--- config.mk ---
export PLATFORM = sky130hd
export DESIGN_NAME = vram_text_writer
export DESIGN_NICKNAME = d
export VERILOG_FILES = /design/src/rtl/vram_text_writer.sv
export SDC_FILE = /design/constraint.sdc
export NUM_CORES = 1
export LEC_CHECK = 0
export ABC_CLOCK_PERIOD_IN_PS = 1900
export BUFFER_PORTS_ARGS = -buffer_cell sky130_fd_sc_hd__buf_2
export CAP_MARGIN = 10
export CORE_MARGIN = 1.5
export CORE_UTILIZATION = 45
export CTS_BUF_LIST = sky130_fd_sc_hd__clkbuf_2 sky130_fd_sc_hd__clkbuf_4 sky130_fd_sc_hd__clkbuf_8
export CTS_CLUSTER_DIAMETER = 100
export DETAILED_ROUTE_END_ITERATION = 12
export PLACE_DENSITY_LB_ADDON = 0.08
export REMOVE_ABC_BUFFERS = 1
export SLEW_MARGIN = 20
export SYNTH_ARGS = -nofsm -noshare
export SYNTH_HDL_FRONTEND = slang
export SYNTH_SLANG_ARGS = --single-unit
--- constraint.sdc ---
create_clock -name CK_i -period 1.9 [get_ports CK_i]
set_input_delay 0.475 -clock CK_i [delete_from_list [all_inputs] [get_ports CK_i]]
set_output_delay 0.475 -clock CK_i [all_outputs]
set_load 0.005 [all_outputs]
--- src/rtl/vram_text_writer.sv ---
// vram_text_writer: host text commands (PUT/SET/NEWLINE/CLEAR) to registered VRAM write strobes with a text cursor.
// Optional power-up clear with C_FILL when VRAM_TEXT_WRITER_AUTO_CLR_EN is defined.
module vram_text_writer #(
  parameter int C_DAT_W = 8,
  parameter int C_ADR_W = 11,
  parameter int C_COLS = 80,
  parameter int C_ROWS = 25,
  parameter int C_COL_W = 7,
  parameter int C_ROW_W = 5,
  parameter logic [C_DAT_W-1:0] C_FILL = 8'h20
) (
  input  logic               CK_i,
  input  logic               XARST_i,
  input  logic               CMD_VLD_i,
  output logic               CMD_RDY_o,
  input  logic [1:0]         CMD_i,
  input  logic [C_DAT_W-1:0] DAT_i,
  input  logic [C_COL_W-1:0] POS_COL_i,
  input  logic [C_ROW_W-1:0] POS_ROW_i,
  output logic               WE_o,
  output logic [C_ADR_W-1:0] WA_o,
  output logic [C_DAT_W-1:0] WD_o,
  output logic [C_COL_W-1:0] CUR_COL_o,
  output logic [C_ROW_W-1:0] CUR_ROW_o,
  output logic               BUSY_o
);
`ifdef VRAM_TEXT_WRITER_AUTO_CLR_EN
  localparam bit AUTO = 1'b1;
`else
  localparam bit AUTO = 1'b0;
`endif
  localparam logic [C_COL_W-1:0] COL_MAX = C_COL_W'(C_COLS - 1);
  localparam logic [C_ROW_W-1:0] ROW_MAX = C_ROW_W'(C_ROWS - 1);
  localparam logic [C_ADR_W-1:0] COLS_A = C_ADR_W'(C_COLS);
  localparam logic [C_ADR_W:0] LAST = (C_ADR_W + 1)'(C_COLS * C_ROWS);
  typedef enum logic {IDLE, FILL} state_t;
  state_t state;
  logic [C_ADR_W-1:0] row_base;
  logic [C_ADR_W:0] fill_adr;
  logic [C_DAT_W-1:0] fill_chr;
  logic accept, row_end;
  logic [C_ROW_W-1:0] nxt_row, set_row;
  logic [C_COL_W-1:0] set_col;
  logic [C_ADR_W-1:0] nxt_base, set_base, put_adr;
  always_comb begin
    accept = CMD_VLD_i & CMD_RDY_o;
    row_end = CUR_ROW_o == ROW_MAX;
    nxt_row = row_end ? '0 : CUR_ROW_o + 1'b1;
    nxt_base = row_end ? '0 : row_base + COLS_A;
    set_col = POS_COL_i > COL_MAX ? COL_MAX : POS_COL_i;
    set_row = POS_ROW_i > ROW_MAX ? ROW_MAX : POS_ROW_i;
    set_base = C_ADR_W'(set_row) * COLS_A;
    put_adr = row_base + C_ADR_W'(CUR_COL_o);
  end
  always_ff @(posedge CK_i or negedge XARST_i) begin
    if (!XARST_i) begin
      state <= AUTO ? FILL : IDLE;
      CMD_RDY_o <= !AUTO;
      BUSY_o <= AUTO;
      WE_o <= 1'b0;
      WA_o <= '0;
      WD_o <= '0;
      CUR_COL_o <= '0;
      CUR_ROW_o <= '0;
      row_base <= '0;
      fill_adr <= '0;
      fill_chr <= AUTO ? C_FILL : '0;
    end else begin
      WE_o <= 1'b0;
      if (state == FILL) begin
        if (fill_adr == LAST) begin
          state <= IDLE;
          CMD_RDY_o <= 1'b1;
          BUSY_o <= 1'b0;
          CUR_COL_o <= '0;
          CUR_ROW_o <= '0;
          row_base <= '0;
        end else begin
          WE_o <= 1'b1;
          WA_o <= fill_adr[C_ADR_W-1:0];
          WD_o <= fill_chr;
          fill_adr <= fill_adr + 1'b1;
        end
      end else if (accept) begin
        case (CMD_i)
          2'd0: begin
            WE_o <= 1'b1;
            WA_o <= put_adr;
            WD_o <= DAT_i;
            CUR_COL_o <= CUR_COL_o == COL_MAX ? '0 : CUR_COL_o + 1'b1;
            CUR_ROW_o <= CUR_COL_o == COL_MAX ? nxt_row : CUR_ROW_o;
            row_base <= CUR_COL_o == COL_MAX ? nxt_base : row_base;
          end
          2'd1: begin
            CUR_COL_o <= set_col;
            CUR_ROW_o <= set_row;
            row_base <= set_base;
          end
          2'd2: begin
            CUR_COL_o <= '0;
            CUR_ROW_o <= nxt_row;
            row_base <= nxt_base;
          end
          default: begin
            // Cell 0 is written on the accept edge, the rest stream from fill_adr=1.
            state <= FILL;
            CMD_RDY_o <= 1'b0;
            BUSY_o <= 1'b1;
            WE_o <= 1'b1;
            WA_o <= '0;
            WD_o <= DAT_i;
            fill_chr <= DAT_i;
            fill_adr <= (C_ADR_W + 1)'(1);
          end
        endcase
      end
    end
  end
endmodule

## Yosys cells after proc, flatten, opt, wreduce, memory -nomap -nowiden

Index checks and enable logic that the tools add are counted.

| storage, ports and cells | value |
|---|---|
| register bits after elaboration | 66 |
| logic and storage cells | 89 |
| bits of input ports | 25 |
| output and inout port bits | 34 |

| cells by class | value |
|---|---|
| bitwise logic cells | 3 |
| $add $sub $neg | 5 |
| muxes and demuxes | 46 |
| magnitude comparators | 2 |
| reduce and logical (&&, ||, !) cells | 11 |
| $mul | 1 |
| equality and inequality tests | 10 |

Operator list:

| operator | count |
|---|---|
| $mux W11 | 8 |
| $mux W12 | 4 |
| $mux W7 | 5 |
| $pmux W11 S3 | 1 |
| $mux W8 | 4 |
| $mux W5 | 6 |
| $pmux W11 S2 | 1 |
| $pmux W7 S3 | 1 |
| $mux W1 | 15 |
| $pmux W5 S3 | 1 |
| $reduce_and A3 Y1 | 5 |
| $add A12 B1 Y12 const B | 1 |
| $eq A12 B11 Y1 const B | 1 |
| $add A11 B7 Y11 | 1 |
| $add A11 B7 Y11 const B | 1 |
| $add A7 B1 Y7 const B | 1 |
| $eq A7 B7 Y1 const B | 1 |
| $gt A7 B7 Y1 const B | 1 |
| $mul A5 B3 Y7 const B | 1 |
| $ne A2 B1 Y1 const B | 3 |
| $add A5 B1 Y5 const B | 1 |
| $eq A5 B5 Y1 const B | 1 |
| $gt A5 B5 Y1 const B | 1 |
| $reduce_and A4 Y1 | 1 |
| 11 further kinds | 12 |

## Logic depth before layout (Yosys ltp)

| logic depth | value |
|---|---|
| depth in word-level cells | 6 |
| mapped depth | 11 |
| gate-level depth less buffers | 11 |

## Least setup slack after synthesis

No wires, ideal clock.

| path | value |
|---|---|
| path kind | input port to flip-flop |
| start point | input port POS_ROW_i[3] |
| end point | register row_base[9] |
| data required time | 1.779 ns |
| setup time | 0.121 ns |
| path buffers | 0 |
| stages on the path | 10 |
| arrival | 2.002 ns |
| slack | -0.223 ns |
| cells stage by stage | nand2_1 and2_1 ha_1 ha_1 inv_1 fa_1 xnor2_1 a21oi_1 nor2_1 o22a_1 |

| between the ends | value |
|---|---|
| longest elaborated chain between the ends | 6 |

Ends and longest elaborated chain:

| element | line | text |
|---|---|---|
| start: declaration | 19 | `input logic [C_ROW_W-1:0] POS_ROW_i,` |
| $gt A5 B5 Y1 | 51 | `set_row = POS_ROW_i > ROW_MAX ? ROW_MAX : POS_ROW_i;` |
| $mux W5 * | 51 |  |
| $mul A5 B3 Y7 * | 52 | `set_base = C_ADR_W'(set_row) * COLS_A;` |
| $pmux W11 S3 * | 85 | `case (CMD_i)` |
| $mux W11 * | 84 | `end else if (accept) begin` |
| $mux W11 * | 70 | `if (state == FILL) begin` |
| end signal: assignment | 92 | `row_base <= CUR_COL_o == COL_MAX ? nxt_base : row_base;` |
| end signal: assignment | 97 | `row_base <= set_base;` |
| end signal: assignment | 102 | `row_base <= nxt_base;` |
| end: declaration | 38 | `logic [C_ADR_W-1:0] row_base;` |

Mark *: on every way between the ends. The rest lies on a longest branch, timed or not. The select of a mux whose other input is x is not followed.
A chain may end at the register's enable or synchronous reset.

## Worst setup path after layout

| path | value |
|---|---|
| start point | input port POS_ROW_i[4] |
| end point | register row_base[9] |

The elaborated chain is that of the path after synthesis.

==> results.md <==
- Final ANT Viol Nets: 0
- Initial Util: between 40% and 50%
- Power share of the clock group: between 40% and 50%
- Syn Inst Count: 405
- Core Box Area: 7850 um^2
- Die Span Y: 93.7 um
- CP Cell Sequence: buf_2, nand2_2, and2_4, ha_4, ha_4, inv_2, fa_2, xnor2_2, a21oi_1, nor2_1, o22a_1
- Crit path capture type: flip-flop
- Met3 wire length: 384 um
- Antenna cells: 0
- CTS clock-pin slew for the worst setup and hold paths: 80 ps
- Layout area overhead: 29.4%
- First-pass GRT wire length: 15500 um
- Skew-Pair Late Insertion Delay: around 340 ps
- Layout fillers: 731
- Max-slew violations: 0
- Initial antenna violation count: 0
- Max cap viols: 0
- Number of DRC markers in iteration 0: about 120
- Ys Warns: 0
- Vias per cell: 5.34
- Sw frac: 26.7%
- Worst Skew: 12.5 ps
- Cts hold-fix bufs: 0
- Synthesized area per cell: 9.14 um^2
- Internal Pwr Total: 2.10 mW
- Pin count of the biggest net entering global routing: 27
- Drt total wl: 9360 um
- Launch point of the worst path: POS_ROW_i[4]
- Power per Cell Area: 597 nW/um^2
- CP endpoint: row_base[9]
- Die X: roughly 94 um
- Critical-path top delay cell: fa_2
- Setup CP Type: input port to flip-flop
- Worst vdd ir: 0.000384 V
- Critical path fanouts, max: 3
- Critical R2R Launch: fill_adr[1]
- Final instance area: 4790 um^2
- Worst Path Arrival: 2100 ps
- Final GP Congestion: 0.856
- Final Hold Fails: 0
- Seq cells post-synth: 62
- Status: complete, no violations
- Row cnt: 32
- CP Data Required Time: 2130 ps
- Slew Limit Headroom: about three fifths
- CTS Root Cell: clkbuf_8
- Final setup viols: 0
- Post-synth EDFFs: 0
- CTS tree: yes
- Wire length per cell: 15.2 um
- R2r setup slk: roughly 100 ps
- Sequential Power Share: 47.4%
- Final hold slack: 107 ps
- Final setup margin: between 30 and 40 ps
- Post-Syn Area: 3700 um^2
- Ports: 59
- Largest stage delay, worst path: 370 ps
- Number of buffers created by CTS: 9
- Startpoint types: input port
- H-tree depth: 3
- Seq/Total Area, Yosys: 41.9%
- Router iterations before antenna repair: 4
- Setup TNS: 0 ps
- Total die area: roughly 8800 um^2
- Placed instance area: around 4500 um^2
- Worst r2r dst: row_base[7]
- Vias post-DR: 3294
- Yosys cell types: 62
- Total GRT Usage: 22.5%
- Setup WS pre-CTS: -445 ps
- Static Leak: 2.42 nW
- Final HPWL DP: a little under 7000 um
- Layout cells sized above 1: 31.3%
- Post-synthesis async set-or-reset flop share: 100%
- Min-Delay Path Class: input port to async pin
- WL met2: roughly 4500 um
- Worst Tran Pin Value: 572 ps
- P_sw: around 760 uW
- Clock buffer depth: 2
- Period minus WS final: between 1500 and 2000 ps
- Synth Flop Type: dfrtp_1
- Sink Count: 62
- Max Freq: between 500 and 600 MHz
- GRT Residual Overflow: 0
- Logic pwr share: 11.4%
- Worst reg2reg path depth: 8
- Max layer used: met4
- Crit path top cell by count: ha_4
- RSZ-0062 raised after global routing: yes
- DRC Markers: 0
- Final net count: approximately 560
- Final Cycle Share: 98.3%
- Number of global-route vias before repair: approximately 3200
- I/O Buffers: 58
- Wl on met1: 4350 um
[cell usage in the layout, fill, tap and decap left out, types with 9 or more instances in the layout]
master / synthesis / layout
ha_1: 20 / 15
a21oi_1: 23 / 21
buf_4: 2 / 54
buf_2: 6 / 58
xnor2_1: 10 / 9
dfrtp_1: 61 / 60
nand3_1: 12 / 11
nand2_1: 61 / 60
nor2_1: 37 / 36
mux2i_1: 11 / 11
clkbuf_8: 0 / 9
inv_1: 18 / 17
o21ai_0: 27 / 26
[logic make-up after synthesis]
group	Yosys count	synth area share (%)
and+or+nand+nor	151	20.1
AOI/OAI and AO/OA	100	18.1
DFF	62	41.9
buffers and inverters	41	5.17
adders and majority gates	21	7.30
xor gates and xnor gates	17	4.02
muxes	12	3.28
other	1	0.101
[final cells by class]
type                       instances  area, um^2  share of cell area (%)
multi-input combinational        302        2070                    43.1
sequential                        62        1550                    32.4
timing repair buffer             116         776                    16.2
tap                              102         128                    2.66
clock buffer                       9         124                    2.59
clock inverter                     7        72.6                    1.51
inverter                          19        71.3                    1.49
[layer usage]
layer  global-route usage (%)  up-vias
met1                     30.3     1575
li1                         -     1638
met4                     6.84        0
met2                     37.2       71
met3                     3.80       10
met5                        0        -
[power groups by stage]
stage          Sequential (mW)  Clock (mW)  Combinational (mW)
2_1_floorplan             1.39           0               0.135
3_3_place_gp              1.38           0               0.292
3_5_place_dp              1.38           0               0.297
4_1_cts                   1.35        1.20               0.308
5_1_grt                   1.36        1.26               0.362
6_report                  1.35        1.18               0.326
[Yosys cell counts, types with 2 or more instances]
| cell | count | area (um^2) |
|---|---|---|
| a211oi_1 | 2 | 15.0 |
| a21o_1 | 5 | 37.5 |
| a21oi_1 | 23 | 115 |
| a221oi_1 | 6 | 52.6 |
| a22o_1 | 3 | 26.3 |
| a22oi_1 | 3 | 22.5 |
| a31oi_1 | 4 | 25.0 |
| a32oi_1 | 3 | 26.3 |
| and2_1 | 5 | 31.3 |
| and3_1 | 4 | 25.0 |
| buf_1 | 2 | 7.51 |
| buf_2 | 6 | 30.0 |
| buf_4 | 2 | 15.0 |
| buf_6 | 3 | 33.8 |
| clkbuf_1 | 9 | 33.8 |
| dfrtp_1 | 61 | 1530 |
| ha_1 | 20 | 250 |
| inv_1 | 18 | 67.6 |
| mux2i_1 | 11 | 110 |
| nand2_1 | 61 | 229 |
| nand3_1 | 12 | 60.1 |
| nand3b_1 | 2 | 15.0 |
| nand4_1 | 4 | 25.0 |
| nor2_1 | 37 | 139 |
| nor2b_1 | 5 | 31.3 |
| nor3_1 | 5 | 25.0 |
| nor3b_1 | 2 | 15.0 |
| nor4_1 | 2 | 12.5 |
| o211ai_1 | 2 | 15.0 |
| o21ai_0 | 27 | 135 |
| o22ai_1 | 4 | 25.0 |
| o31ai_1 | 6 | 45.0 |
| o32ai_1 | 2 | 17.5 |
| xnor2_1 | 10 | 87.6 |
| xor2_1 | 7 | 61.3 |
[sequential cells by signal (all words and copies together) (netlist names)]
signal / cells
CMD_RDY_o: 1
BUSY_o: 1
row_base: 7
CUR_ROW_o: 5
WA_o: 11
CUR_COL_o: 7
state: 1
WE_o: 1
fill_chr: 8
fill_adr: 12
WD_o: 8
[how the worst min path moves through the flow]
stage                        endpoint        start  slack, ps
final                         WD_o[7]      XARST_i        110
after CTS                 fill_chr[0]      XARST_i        120
after floorplan                BUSY_o      XARST_i        180
after detailed placement  fill_chr[4]  fill_chr[4]        460
after global routing          WD_o[7]      XARST_i        130
after global placement    fill_chr[5]  fill_chr[5]        460
[metrics by stage]
| step | power (mW) | instances | util (%) |
|---|---|---|---|
| after floorplan | 1.52 | 383 | - |
| after global placement | 1.67 | 597 | 56.8 |
| after detailed placement | 1.68 | 597 | 56.8 |
| after CTS | 2.87 | 615 | 59.9 |
| after global routing | 2.98 | 617 | 61.0 |
| final | 2.86 | 617 | 61.0 |
[worst max-delay path: cells and delay by family]
kind | cells | cell delay, ps
AO/OA/AOI/OAI | 2 | 310
AND/OR/NAND/NOR | 3 | 260
adder cells (fa/ha/maj) | 3 | 770
buffers and inverters | 2 | 130
XOR/XNOR | 1 | 150
[repair_timing]
| action | CTS | global route |
|---|---|---|
| setup buffers | 2 | 2 |
| endpoints found under the setup margin | 10 | 16 |
| resized for setup | 7 | 13 |
| gates cloned | 0 | 0 |
| pin swaps | 5 | 16 |
Power figures use the tool's default switching activity.
